**config.mk**
```make
export PLATFORM = sky130hd
export DESIGN_NAME = mips_multicycle_control
export DESIGN_NICKNAME = d
export VERILOG_FILES = /design/src/rtl/mips_multicycle_control.sv
export SDC_FILE = /design/constraint.sdc
export NUM_CORES = 1
export LEC_CHECK = 0
export ABC_AREA = 1
export CORE_MARGIN = 2
export CORE_UTILIZATION = 48
export DETAILED_ROUTE_END_ITERATION = 6
export PLACE_DENSITY_LB_ADDON = 0.05
export SYNTH_ARGS = -nofsm -noshare
export SYNTH_HDL_FRONTEND = slang
export SYNTH_SLANG_ARGS = --single-unit
```
**constraint.sdc**
```tcl
create_clock -name i_clk -period 1.74 [get_ports i_clk]
set_input_delay 0.174 -clock i_clk [delete_from_list [all_inputs] [get_ports i_clk]]
set_output_delay 0.174 -clock i_clk [all_outputs]
set_load 0.005 [all_outputs]
```
**src/rtl/mips_multicycle_control.sv**
```systemverilog
// Main control FSM for the multicycle Small-MIPS datapath: sequences
// fetch/decode/execute/memory/writeback, stalls on memory ready, counts retirements.
module mips_multicycle_control #(
    parameter int CNT_W = 16
) (
    input  logic             i_clk,
    input  logic             i_reset,
    input  logic [5:0]       i_op,
    input  logic             i_memReady,
    output logic             o_pcWrite,
    output logic             o_pcWriteCond,
    output logic             o_iorD,
    output logic             o_memRead,
    output logic             o_memWrite,
    output logic             o_irWrite,
    output logic             o_memToReg,
    output logic             o_regDst,
    output logic             o_regWrite,
    output logic             o_aluSrcA,
    output logic [1:0]       o_aluSrcB,
    output logic [1:0]       o_aluOp,
    output logic [1:0]       o_pcSource,
    output logic             o_illegal,
    output logic [3:0]       o_state,
    output logic [CNT_W-1:0] o_retired
);

    typedef enum logic [3:0] {
        S_FETCH  = 4'd0,
        S_DECODE = 4'd1,
        S_MEMADR = 4'd2,
        S_MEMRD  = 4'd3,
        S_MEMWB  = 4'd4,
        S_MEMWR  = 4'd5,
        S_EXEC   = 4'd6,
        S_ALUWB  = 4'd7,
        S_BRANCH = 4'd8,
        S_JUMP   = 4'd9,
        S_ADDIEX = 4'd10,
        S_ADDIWB = 4'd11
    } state_t;

    localparam logic [5:0] OP_R    = 6'h00;
    localparam logic [5:0] OP_LW   = 6'h23;
    localparam logic [5:0] OP_SW   = 6'h2B;
    localparam logic [5:0] OP_BEQ  = 6'h04;
    localparam logic [5:0] OP_J    = 6'h02;
    localparam logic [5:0] OP_ADDI = 6'h08;

    state_t           state_reg;
    state_t           state_next;
    logic [5:0]       op_reg;
    logic [CNT_W-1:0] retired_reg;
    logic             retire_next;
    logic             op_supported;

    always_comb begin
        op_supported = 1'b0;
        case (i_op)
            OP_R, OP_LW, OP_SW, OP_BEQ, OP_J, OP_ADDI: op_supported = 1'b1;
            default:                                   op_supported = 1'b0;
        endcase
    end

    // Next state and retirement: retiring states always return to FETCH.
    always_comb begin
        state_next  = S_FETCH;
        retire_next = 1'b0;
        case (state_reg)
            S_FETCH:  state_next = i_memReady ? S_DECODE : S_FETCH;
            S_DECODE: begin
                case (i_op)
                    OP_R:         state_next = S_EXEC;
                    OP_LW, OP_SW: state_next = S_MEMADR;
                    OP_BEQ:       state_next = S_BRANCH;
                    OP_J:         state_next = S_JUMP;
                    OP_ADDI:      state_next = S_ADDIEX;
                    default:      state_next = S_FETCH;
                endcase
            end
            S_MEMADR: begin
                if (op_reg == OP_SW)
                    state_next = S_MEMWR;
                else if (op_reg == OP_LW)
                    state_next = S_MEMRD;
                else
                    state_next = S_FETCH;
            end
            S_MEMRD:  state_next = i_memReady ? S_MEMWB : S_MEMRD;
            S_MEMWB: begin
                state_next  = S_FETCH;
                retire_next = 1'b1;
            end
            S_MEMWR: begin
                state_next  = i_memReady ? S_FETCH : S_MEMWR;
                retire_next = i_memReady;
            end
            S_EXEC:   state_next = S_ALUWB;
            S_ALUWB, S_BRANCH, S_JUMP, S_ADDIWB: begin
                state_next  = S_FETCH;
                retire_next = 1'b1;
            end
            S_ADDIEX: state_next = S_ADDIWB;
            default:  state_next = S_FETCH;
        endcase
    end

    always_ff @(posedge i_clk) begin
        if (i_reset) begin
            state_reg   <= S_FETCH;
            op_reg      <= '0;
            retired_reg <= '0;
        end else begin
            state_reg <= state_next;
            if (state_reg == S_DECODE)
                op_reg <= i_op;
            if (retire_next)
                retired_reg <= retired_reg + CNT_W'(1);
        end
    end

    // Datapath controls decode from the current state; write strobes are masked during reset.
    always_comb begin
        o_pcWrite     = 1'b0;
        o_pcWriteCond = 1'b0;
        o_iorD        = 1'b0;
        o_memRead     = 1'b0;
        o_memWrite    = 1'b0;
        o_irWrite     = 1'b0;
        o_memToReg    = 1'b0;
        o_regDst      = 1'b0;
        o_regWrite    = 1'b0;
        o_aluSrcA     = 1'b0;
        o_aluSrcB     = 2'b00;
        o_aluOp       = 2'b00;
        o_pcSource    = 2'b00;
        o_illegal     = 1'b0;
        case (state_reg)
            S_FETCH: begin
                o_memRead = 1'b1;
                o_aluSrcB = 2'b01;
                o_irWrite = i_memReady;
                o_pcWrite = i_memReady;
            end
            S_DECODE: begin
                o_aluSrcB = 2'b11;
                o_illegal = ~op_supported;
            end
            S_MEMADR: begin
                o_aluSrcA = 1'b1;
                o_aluSrcB = 2'b10;
            end
            S_MEMRD: begin
                o_memRead = 1'b1;
                o_iorD    = 1'b1;
            end
            S_MEMWB: begin
                o_regWrite = 1'b1;
                o_memToReg = 1'b1;
            end
            S_MEMWR: begin
                o_memWrite = 1'b1;
                o_iorD     = 1'b1;
            end
            S_EXEC: begin
                o_aluSrcA = 1'b1;
                o_aluOp   = 2'b10;
            end
            S_ALUWB: begin
                o_regWrite = 1'b1;
                o_regDst   = 1'b1;
            end
            S_BRANCH: begin
                o_aluSrcA     = 1'b1;
                o_aluOp       = 2'b01;
                o_pcWriteCond = 1'b1;
                o_pcSource    = 2'b01;
            end
            S_JUMP: begin
                o_pcWrite  = 1'b1;
                o_pcSource = 2'b10;
            end
            S_ADDIEX: begin
                o_aluSrcA = 1'b1;
                o_aluSrcB = 2'b10;
            end
            S_ADDIWB: o_regWrite = 1'b1;
            default: ;
        endcase
        if (i_reset) begin
            o_irWrite     = 1'b0;
            o_pcWrite     = 1'b0;
            o_pcWriteCond = 1'b0;
            o_memWrite    = 1'b0;
            o_regWrite    = 1'b0;
            o_illegal     = 1'b0;
        end
    end

    assign o_state   = state_reg;
    assign o_retired = retired_reg;

endmodule

```
==> impl_results.rst <==
.. list-table::
   :header-rows: 1

   * - Metric
     - Value
   * - Clock Path Buffers
     - 2
   * - Vias per cell
     - between 5 and 6
   * - Met2 global-route usage
     - 39.3%
   * - Count of final setup violators
     - 4
   * - Area added between synthesis and finish
     - 48.1%
   * - Result of the run
     - finished with violations
   * - Summed instance area of the synthesized netlist
     - approximately 1700 um^2
   * - Design internal power
     - about 910 uW
   * - Total grt overflow
     - 0
   * - Met1 Use GR
     - 29.9%
   * - Sequential fraction of the synthesis area
     - roughly 30%
   * - Share of power burned in combinational logic
     - 12.5%
   * - Area of the placeable core
     - roughly 3400 um^2
   * - Post-layout total power
     - 1180 uW
   * - Setup repair after global routing missed its margin
     - yes
   * - Most common library cells after synthesis
     - sky130_fd_sc_hd__nand2_1 (66), sky130_fd_sc_hd__nor2_1 (43), sky130_fd_sc_hd__dfxtp_1 (26)
   * - Net count of the mapped netlist
     - 278
   * - Violations in the final reports
     - negative setup slack
   * - Switching power of the nets
     - about 260 uW
   * - Post-Route Skew
     - around 0.0062 ns
   * - Cell type with the largest total area after synthesis
     - sky130_fd_sc_hd__dfxtp_1
   * - Root Buffer Master
     - sky130_fd_sc_hd__clkbuf_4
   * - DRC marker count from the first detailed-route iteration
     - 93
   * - Transition at the pin with the smallest max-transition slack
     - slightly below 0.4 ns
   * - Required time worst endpoint
     - between 1.5 and 2 ns
   * - Combined area of the multi-input logic cells
     - 1140 um^2
   * - Fin. Hold Viols
     - 0
   * - Wire length after detailed routing
     - approximately 4.5 mm
   * - Final critical delay including setup and external delays
     - 1.80 ns
   * - Dominant cells by area after synthesis
     - sky130_fd_sc_hd__dfxtp_1 (30%), sky130_fd_sc_hd__nand2_1 (14%), sky130_fd_sc_hd__nor2_1 (9.3%)
   * - Post-Synthesis Cells
     - 268
   * - Post-layout nets
     - between 300 and 400
   * - Final Worst Setup Slack
     - -0.0630 ns
   * - Final-layout fill cell count
     - between 200 and 300
   * - Number of pins with negative max-slew slack in the final report
     - 0
   * - Cts bufs inserted
     - 3
   * - Worst vdd rail ir drop
     - 606 uV
   * - Post-DR wirelength/cell
     - 11.6 um
   * - FP Rows
     - 21
   * - Antenna diode count
     - 0
   * - Most frequently used cell type in the post-synthesis netlist
     - sky130_fd_sc_hd__nand2_1
   * - Max-capacitance violation count
     - 0
   * - Cts-stage hold buffer count
     - 0
   * - Starting Density
     - roughly 50%
   * - Lkg Pwr
     - 0.00112 uW
   * - GR met3 Demand/Resource
     - under 10%
   * - Die Footprint
     - approximately 4100 um^2
   * - Post-detailed-placement half-perimeter wirelength
     - 3.40 mm
   * - Area used by sequential logic in the layout
     - 528 um^2
   * - Crit path capture type
     - primary output
   * - Yosys synthesis warning count
     - 0
   * - Maximum level of the CTS H-tree
     - 1
   * - Die span in x
     - roughly 64 um
   * - Power density relative to cell area
     - 458 nW/um^2
   * - Dominant synthesized flop cell
     - sky130_fd_sc_hd__dfxtp_1
   * - Switching fraction of total power
     - about 22%
   * - Clock Sinks
     - 26
   * - Max FFs per register
     - 16
   * - Vias in the first global route
     - approximately 1800
   * - Overall die height
     - approximately 64 um
   * - Post-synth cell types
     - 29
   * - First-pass GRT wire length
     - between 7 and 8 mm
   * - Syn_area_per_cell
     - between 6 and 7 um^2
   * - EDFF count, synth
     - 0
   * - Async S/R FF share, synth
     - 0%
   * - Count of TritonRoute iterations in the first routing pass
     - 4
   * - Share of the clock period used by the worst path after layout
     - 104%
   * - Number of remaining DRC errors
     - 0
   * - Max_slew headroom
     - about three quarters
   * - Area share of the largest cell type after synthesis
     - between 20% and 30%
   * - Worst setup SP type
     - flop
   * - Fraction of final layout cells sized beyond drive strength 1
     - a little under a quarter
   * - Clock input transition at the sequential cells of the worst setup and hold paths
     - roughly 0.15 ns
   * - #FFs+latches synth
     - 26
   * - GR Util All Layers
     - ~23%
   * - GP Congestion
     - just under 0.9
   * - Post-route antenna net violation count
     - 0
   * - Biggest fanout along the worst timing path
     - 4
   * - Critical path data arrival time
     - between 1.5 and 2 ns
   * - Number of antenna violations at the first check in global routing
     - 0
   * - Type of the tightest min-delay check
     - input pin to flop
   * - Setup Slack @ Placement
     - -0.175 ns
   * - Category of the critical setup timing path
     - flop to primary output
   * - Port Buffer Count
     - 45
   * - Clock insertion delay at the later pin of the skew report
     - 0.32 ns
   * - Most used routing layer
     - met2
   * - Area of all placed cells without fillers
     - approximately 2600 um^2
   * - F_max
     - between 500 and 600 MHz
   * - TritonCTS clock tree
     - done
   * - Pin count of the biggest net entering global routing
     - 18
   * - Flop pwr share
     - 52.1%
   * - Via count
     - a little under 2000
   * - Clock network fraction of design power
     - 35.4%
   * - Post-placement cell area
     - 2390 um^2
   * - Ports placed on the boundary
     - 46
## critical path: stages (launching register included)
cell and delay (ns):
sky130_fd_sc_hd__dfxtp_2 0.37, sky130_fd_sc_hd__nor2_4 0.13, sky130_fd_sc_hd__buf_4 0.13, sky130_fd_sc_hd__inv_1 0.06, sky130_fd_sc_hd__o21ai_1 0.11, sky130_fd_sc_hd__clkdlybuf4s50_1 0.50
## stage by stage
stage,std cells,TNS (ns),util (%),hold slack [ns]
after CTS,385,-0.249,73.9,0.472
final,385,-0.130,75.3,0.241
after floorplan,268,0,-,0.323
after global routing,385,-0.512,75.3,0.282
after detailed placement,378,-0.175,70.0,0.453
after global placement,378,-0.120,70.0,0.447
## metal layers
layer	vias to the layer above	routed length (um)
met5	-	0
met4	0	53
met3	6	281
met2	59	2080
met1	883	2050
li1	1016	-
## cells in the final DEF (no fill, tap or decap), drive strengths merged, types with 3 or more instances in the layout
| master | count |
|---|---|
| nand2 | 70 |
| nor2 | 46 |
| nand3 | 31 |
| clkdlybuf4s50 | 30 |
| buf | 29 |
| inv | 28 |
| dfxtp | 26 |
| a21oi | 23 |
| o21ai | 11 |
| nand4 | 9 |
| dlymetal6s2s | 7 |
| dlygate4sd2 | 7 |
| xor2 | 4 |
| nor3 | 4 |
| xnor2 | 3 |
| clkbuf | 3 |
## power groups by stage
stage | logic (uW) | registers, uW | clock network (uW)
CTS | 144 | 613 | 426
global placement | 139 | 626 | 0
finish | 147 | 614 | 416
floorplan | 58.3 | 627 | 0
global route | 161 | 615 | 444
detailed placement | 139 | 626 | 0
## what timing repair did
item	4_1_cts	5_1_grt
setup buffers	3	0
setup endpoints to repair	16	14
endpoints found under the hold margin	0	0
pin swaps	5	5
resized for setup	30	17
## area by class of cell
| cell class | count | area share [%] |
|---|---|---|
| Timing Repair Buffer | 74 | 26.5 |
| Multi-Input combinational cell | 206 | 44.3 |
| Sequential cell | 26 | 20.5 |
| Clock buffer | 3 | 0.876 |
| Tap cell | 46 | 2.24 |
| Inverter | 29 | 4.43 |
| Clock inverter | 1 | 1.17 |
## cell families after synthesis
logic type / after synthesis / share of synthesized area (%)
and+or+nand+nor: 161 / 42.7
AOI/OAI and AO/OA: 37 / 13.9
buffers and inverters: 36 / 9.15
DFF: 26 / 30.0
xor gates and xnor gates: 7 / 3.53
adders and majority gates: 1 / 0.720
## path summary, 6_finish.rpt
check        cells past startpoint  startpoint      endpoint  slack, ns
max                              5  o_state[2]        o_iorD      -0.06
min reg2reg                      2   op_reg[4]     op_reg[4]       0.47
min                              3     i_op[0]     op_reg[0]       0.24
max reg2reg                      9  o_state[3]  o_retired[4]       0.18
(Power assumes the default switching activity.)
==> patch 1: new RTL, same flow settings <==
`CNT_W`: 16 -> 14.
--- a/src/rtl/mips_multicycle_control.sv
+++ b/src/rtl/mips_multicycle_control.sv
@@ -3,3 +3,3 @@
 module mips_multicycle_control #(
-    parameter int CNT_W = 16
+    parameter int CNT_W = 14
 ) (
Ports: changed (resized o_retired); port bits go from 46 to 44. The function was not compared with the original's and may differ.
==> patch 1 against the original RTL <==
  * First-iteration DRC count grew 94%
  * Area after synthesis fell by 13%
  * Combinational power up 19%
  * Cell area shrank 7.4%
  * Setup slack worse by 0.10 ns
  * Sequential cell count fell by 2
  * Sequential power is 7.3% lower
  * Power shrank 1.7%
  * Critical endpoint is now o_state[0]
  * Hold slack better by 0.19 ns
  * Routed wire length rose by 16%
  * Highest routed layer unchanged
  * The flow still finishes with violations (setup timing)
  * Die area fell by 12%
==> patch 1: results (changes against the original RTL) <==
----------------------------------------------------
[Min path]
  Min-Delay Endpoint ... op_reg[4] (was op_reg[0])

[STA]
  Final-layout setup total negative slack ... -0.255 ns (was -0.130 ns)
  Transition at the pin with the smallest max-transition slack ... 0.324 ns (was 0.396 ns)
  Worst Slack Setup Final ... -0.165 ns (was -0.0630 ns)
  Worst clock skew on the final layout ... 0.00807 ns (was 0.00620 ns)
  Setup-failing EPs final ... 5 (was 4)

[Run status]
  Outcome ... complete, but fails checks (unchanged)
  Failing checks ... setup timing (unchanged)

[GRT]
  Largest net degree at the start of global routing ... 16 (was 18)
  Global Route met3 Usage ... 2.60% (was 4.05%)
  Met2 capacity usage during global routing ... 45.7% (was 39.3%)
  Wire length of the first global-routing pass ... 7.24 mm (was 7.71 mm)
  Met1 global-route usage ... 33.5% (was 29.9%)

[Logic synthesis]
  Adder-cell area share of the yosys netlist ... 0.827% (was 0.720%)
  Most common library cells after synthesis ... nand2_1, nor2_1, inv_1, nand3_1, dfxtp_1 (was nand2_1, nor2_1, dfxtp_1, inv_1, nand3_1)
  Compound-Gate Fraction of Synth Area ... 13.6% (was 13.9%)
  Number of instances in the synthesized netlist ... 245 (was 268)
  Synth Net Count ... 255 (was 278)
  Share of synthesized area occupied by flip-flops and latches ... 31.8% (was 30.0%)
  Number of distinct library cell variants in the gate-level netlist after synthesis ... 25 (was 29)

[Detailed routing]
  Metal1 wirelength ... 2.06 mm (was 2.05 mm)
  Number of DRC markers after the initial detailed-route iteration ... 180 (was 93)
  Detail Route met3 WL ... 338 um (was 281 um)
  Met2 wire len ... 2.60 mm (was 2.08 mm)
  DR vias/cell ... 5.39 (was 5.10)

[Cells and area]
  Number of nets in the layout ... 333 (was 350)

[Setup path]
  Critical path data arrival time ... 2.16 ns (was 1.63 ns)
  Start of the worst register-to-register path ... o_state[2] (was o_state[3])

[Power and ir drop]
  Leak ... 1.10 nW (was 1.12 nW)
  Net Sw Power ... 0.277 mW (was 0.265 mW)

[Placement]
  I/O Buffers ... 43 (was 45)
  Post-DP Area ... 0.00210 mm2 (was 0.00239 mm2)
  Placed instance count ... 345 (was 378)

----------------------------------------------------
-- patch 1: per-stage QoR --
step | power, mW | hold WS, ns | setup WS, ns
floorplan | 0.635 | 0.243 | 0.464
global placement | 0.709 | 0.441 | -0.0231
detailed placement | 0.710 | 0.449 | -0.0426
CTS | 1.13 | 0.434 | -0.0874
global route | 1.19 | 0.480 | -0.224
finish | 1.16 | 0.434 | -0.165
-- patch 1: timing repair --
item                       CTS  global route
resized for setup           41            25
pin swaps                    6             5
setup endpoints to repair   16             7
buffers inserted             9             9
-- patch 1: layout make-up --
cell class	count	area, um2
clock buffers	3	22.5
clock inverters	1	30.0
fillers	223	648
inverters	30	118
multi-input cells	185	966
flip-flops and latches	24	485
well taps	44	55.1
repair buffers	79	703
-- patch 1: power by group through the flow --
stage	combinational (mW)	clock, mW	sequential (mW)
global placement	0.130	0	0.580
detailed placement	0.130	0	0.580
global route	0.188	0.435	0.571
finish	0.175	0.413	0.569
floorplan	0.0554	0	0.580
CTS	0.146	0.415	0.568
==> patch 2: new RTL, config.mk and constraints unchanged <==
Made on the original files. Put one more register stage on the output `o_retired`. The value now appears one clock later. The other outputs are not delayed to match.
--- a/src/rtl/mips_multicycle_control.sv
+++ b/src/rtl/mips_multicycle_control.sv
@@ -200,3 +200,5 @@
     assign o_state   = state_reg;
-    assign o_retired = retired_reg;
+    always_ff @(posedge i_clk) begin
+        o_retired <= retired_reg;
+    end
 
Check against the original RTL: not equivalent (Yosys sat finds a counterexample within 4 cycles, from zero or initial values and one cycle with i_reset high).
==> patch 2 against the original RTL <==
  * The flow still finishes with violations (setup timing)
  * Setup slack gained 0.061 ns
  * Maximum frequency grew 3.5%
  * Critical endpoint is now o_memWrite
  * Sequential power grew 59%
  * Synthesized cell count grew 6.0%
  * Hold slack gained 0.029 ns
  * Area after synthesis grew 13%
  * Sequential cell count grew 16
  * Non-clock buffer count shrank 9
  * Cell area grew 6.6%
  * Sequential share of layout area grew 11 points
  * Routed wire length grew 2.3%
  * Critical path type unchanged
  * Power grew 51%
==> patch 2: results (changes against the original RTL) <==
----------------------------------------------------
[Logic synthesis]
  Most area-consuming cells after synthesis ... dfxtp_1, nand2_1, nor2_1 (unchanged)
  Most common library cells after synthesis ... nand2_1, nor2_1, dfxtp_1, nand3_1, inv_1 (was nand2_1, nor2_1, dfxtp_1, inv_1, nand3_1)
  Yosys Warn Count ... 0 (unchanged)
  Synth Net Count ... 294 (was 278)
  Async SR Flop Fraction ... 0% (unchanged)
  Share of synthesized area occupied by flip-flops and latches ... 42.9% (was 30.0%)
  Number of distinct library cell variants in the gate-level netlist after synthesis ... 25 (was 29)

[Cells and area]
  Number of nets in the layout ... 360 (was 350)
  Fraction of final layout cells with drive strength greater than 1 ... 14.5% (was 23.9%)
  Number of inserted filler cells in the final layout ... 354 (was 276)
  Antenna cell count ... 0 (unchanged)

[Detailed routing]
  Post-detailed-route wirelength per cell ... 11.4 um (was 11.6 um)
  Number of DRC markers after the initial detailed-route iteration ... 122 (was 93)
  DR vias/cell ... 5.02 (was 5.10)
  TritonRoute pass-1 iters ... 4 (unchanged)

[CTS]
  CTS clk-pin slew, worst paths ... 0.08 ns (was 0.15 ns)
  Number of buffers between clock root and the deepest sink ... 2 (unchanged)
  Total number of H-tree levels ... 2 (was 1)
  Clk Latency, worst-skew pair ... 0.30 ns (was 0.32 ns)
  Cell at the root of the clock tree ... clkbuf_8 (was clkbuf_4)
  Number of buffers added by the clock tree synthesis step ... 5 (was 3)

[GRT]
  Number of global-route vias before repair ... 1,750 (was 1,796)
  Largest net degree at the start of global routing ... 18 (unchanged)
  Initial antenna violation count ... 0 (unchanged)
  Wire length of the first global-routing pass ... 7.49 mm (was 7.71 mm)
  Combined global-route utilization of all metal layers ... 21.3% (was 23.0%)

[Placement]
  I/O Buffers ... 45 (unchanged)
  GPL Wtd Cong ... 0.817 (was 0.892)
  Half-perimeter wire length after detailed placement ... 3.28 mm (was 3.40 mm)
  Post-DP Area ... 0.00255 mm2 (was 0.00239 mm2)

[Power and ir drop]
  Leak ... 1.17 nW (was 1.12 nW)
  Worst supply voltage drop on vdd ... 0.434 mV (was 0.606 mV)

[Run status]
  Failing checks ... setup timing (unchanged)
  Outcome ... complete, but fails checks (unchanged)

[STA]
  Setup-failing EPs final ... 2 (was 4)
  Worst Slack Setup Final ... -0.00208 ns (was -0.0630 ns)
  Final-layout setup total negative slack ... -0.00348 ns (was -0.130 ns)
  Worst clock skew on the final layout ... 0.00547 ns (was 0.00620 ns)
  Total count of hold-check failures in the final report ... 0 (unchanged)
  Transition at the pin with the smallest max-transition slack ... 0.399 ns (was 0.396 ns)

----------------------------------------------------
==> patch 2: worst paths after layout <==
check                       start        endpoint  slack (ns)  depth (start not counted)
setup / recovery       o_state[2]      o_memWrite      -0.002                          5
setup reg to reg       o_state[1]  retired_reg[1]        0.14                         10
hold reg to reg   retired_reg[15]   o_retired[15]        0.39                          0
hold / removal            i_op[3]       op_reg[3]        0.27                          3
==> patch 2: report_power, final <==
part	total, mW	internal, mW	switching, mW
registers	0.975	0.969	0.00666
logic	0.136	0.0657	0.0701
clock network	0.663	0.328	0.335
==> patch 2: per-layer routing <==
metal	up-vias	track usage [%]	wire (um)
met5	-	0	0
met4	0	9.00	60
met3	6	4.28	146
met2	35	37.4	2330
met1	923	25.4	2040
li1	1050	-	-
==> patch 2: critical path, cell delays in order (launching register included) <==
cell,delay (ns)
dfxtp_4,0.39
inv_2,0.05
nor2_2,0.15
nand2_2,0.09
nor2_1,0.09
clkdlybuf4s50_1,0.51
==> patch 2: cells by family (layout without fill, tap and decap cells) <==
group | after synthesis | count (layout) | share of synthesized area (%)
xor gates and xnor gates | 7 | 7 | 3.13
AOI/OAI and AO/OA | 40 | 40 | 11.1
DFF | 42 | 42 | 42.9
adders and majority gates | 1 | 1 | 0.638
buffers and inverters | 36 | 103 | 7.73
and+or+nand+nor | 158 | 158 | 34.5
==> patch 2: metrics by stage <==
stage          total power [mW]  setup WS [ns]  cells
2_1_floorplan              1.06          0.410    284
3_3_place_gp               1.13         -0.172    388
3_5_place_dp               1.13         -0.159    388
4_1_cts                    1.78       -0.00878    399
5_1_grt                    1.85        -0.0778    401
6_report                   1.77       -0.00208    401
==> patch 2: layout make-up <==
| cell class | instances | area (um2) | share of cell area [%] |
|---|---|---|---|
| Inverter | 30 | 115 | 4.20 |
| Multi-Input combinational cell | 206 | 1000 | 36.6 |
| Sequential cell | 42 | 853 | 31.1 |
| Clock buffer | 7 | 86.3 | 3.15 |
| Clock inverter | 1 | 8.76 | 0.319 |
| Tap cell | 50 | 62.6 | 2.28 |
| Timing Repair Buffer | 65 | 611 | 22.3 |
==> patch 2: repair_timing <==
action                     in CTS  in global routing
pin swaps                       2                  1
hold buffers                    0                  0
resized for setup              32                 11
setup endpoints to repair      15                 11
buffers inserted                3                  2
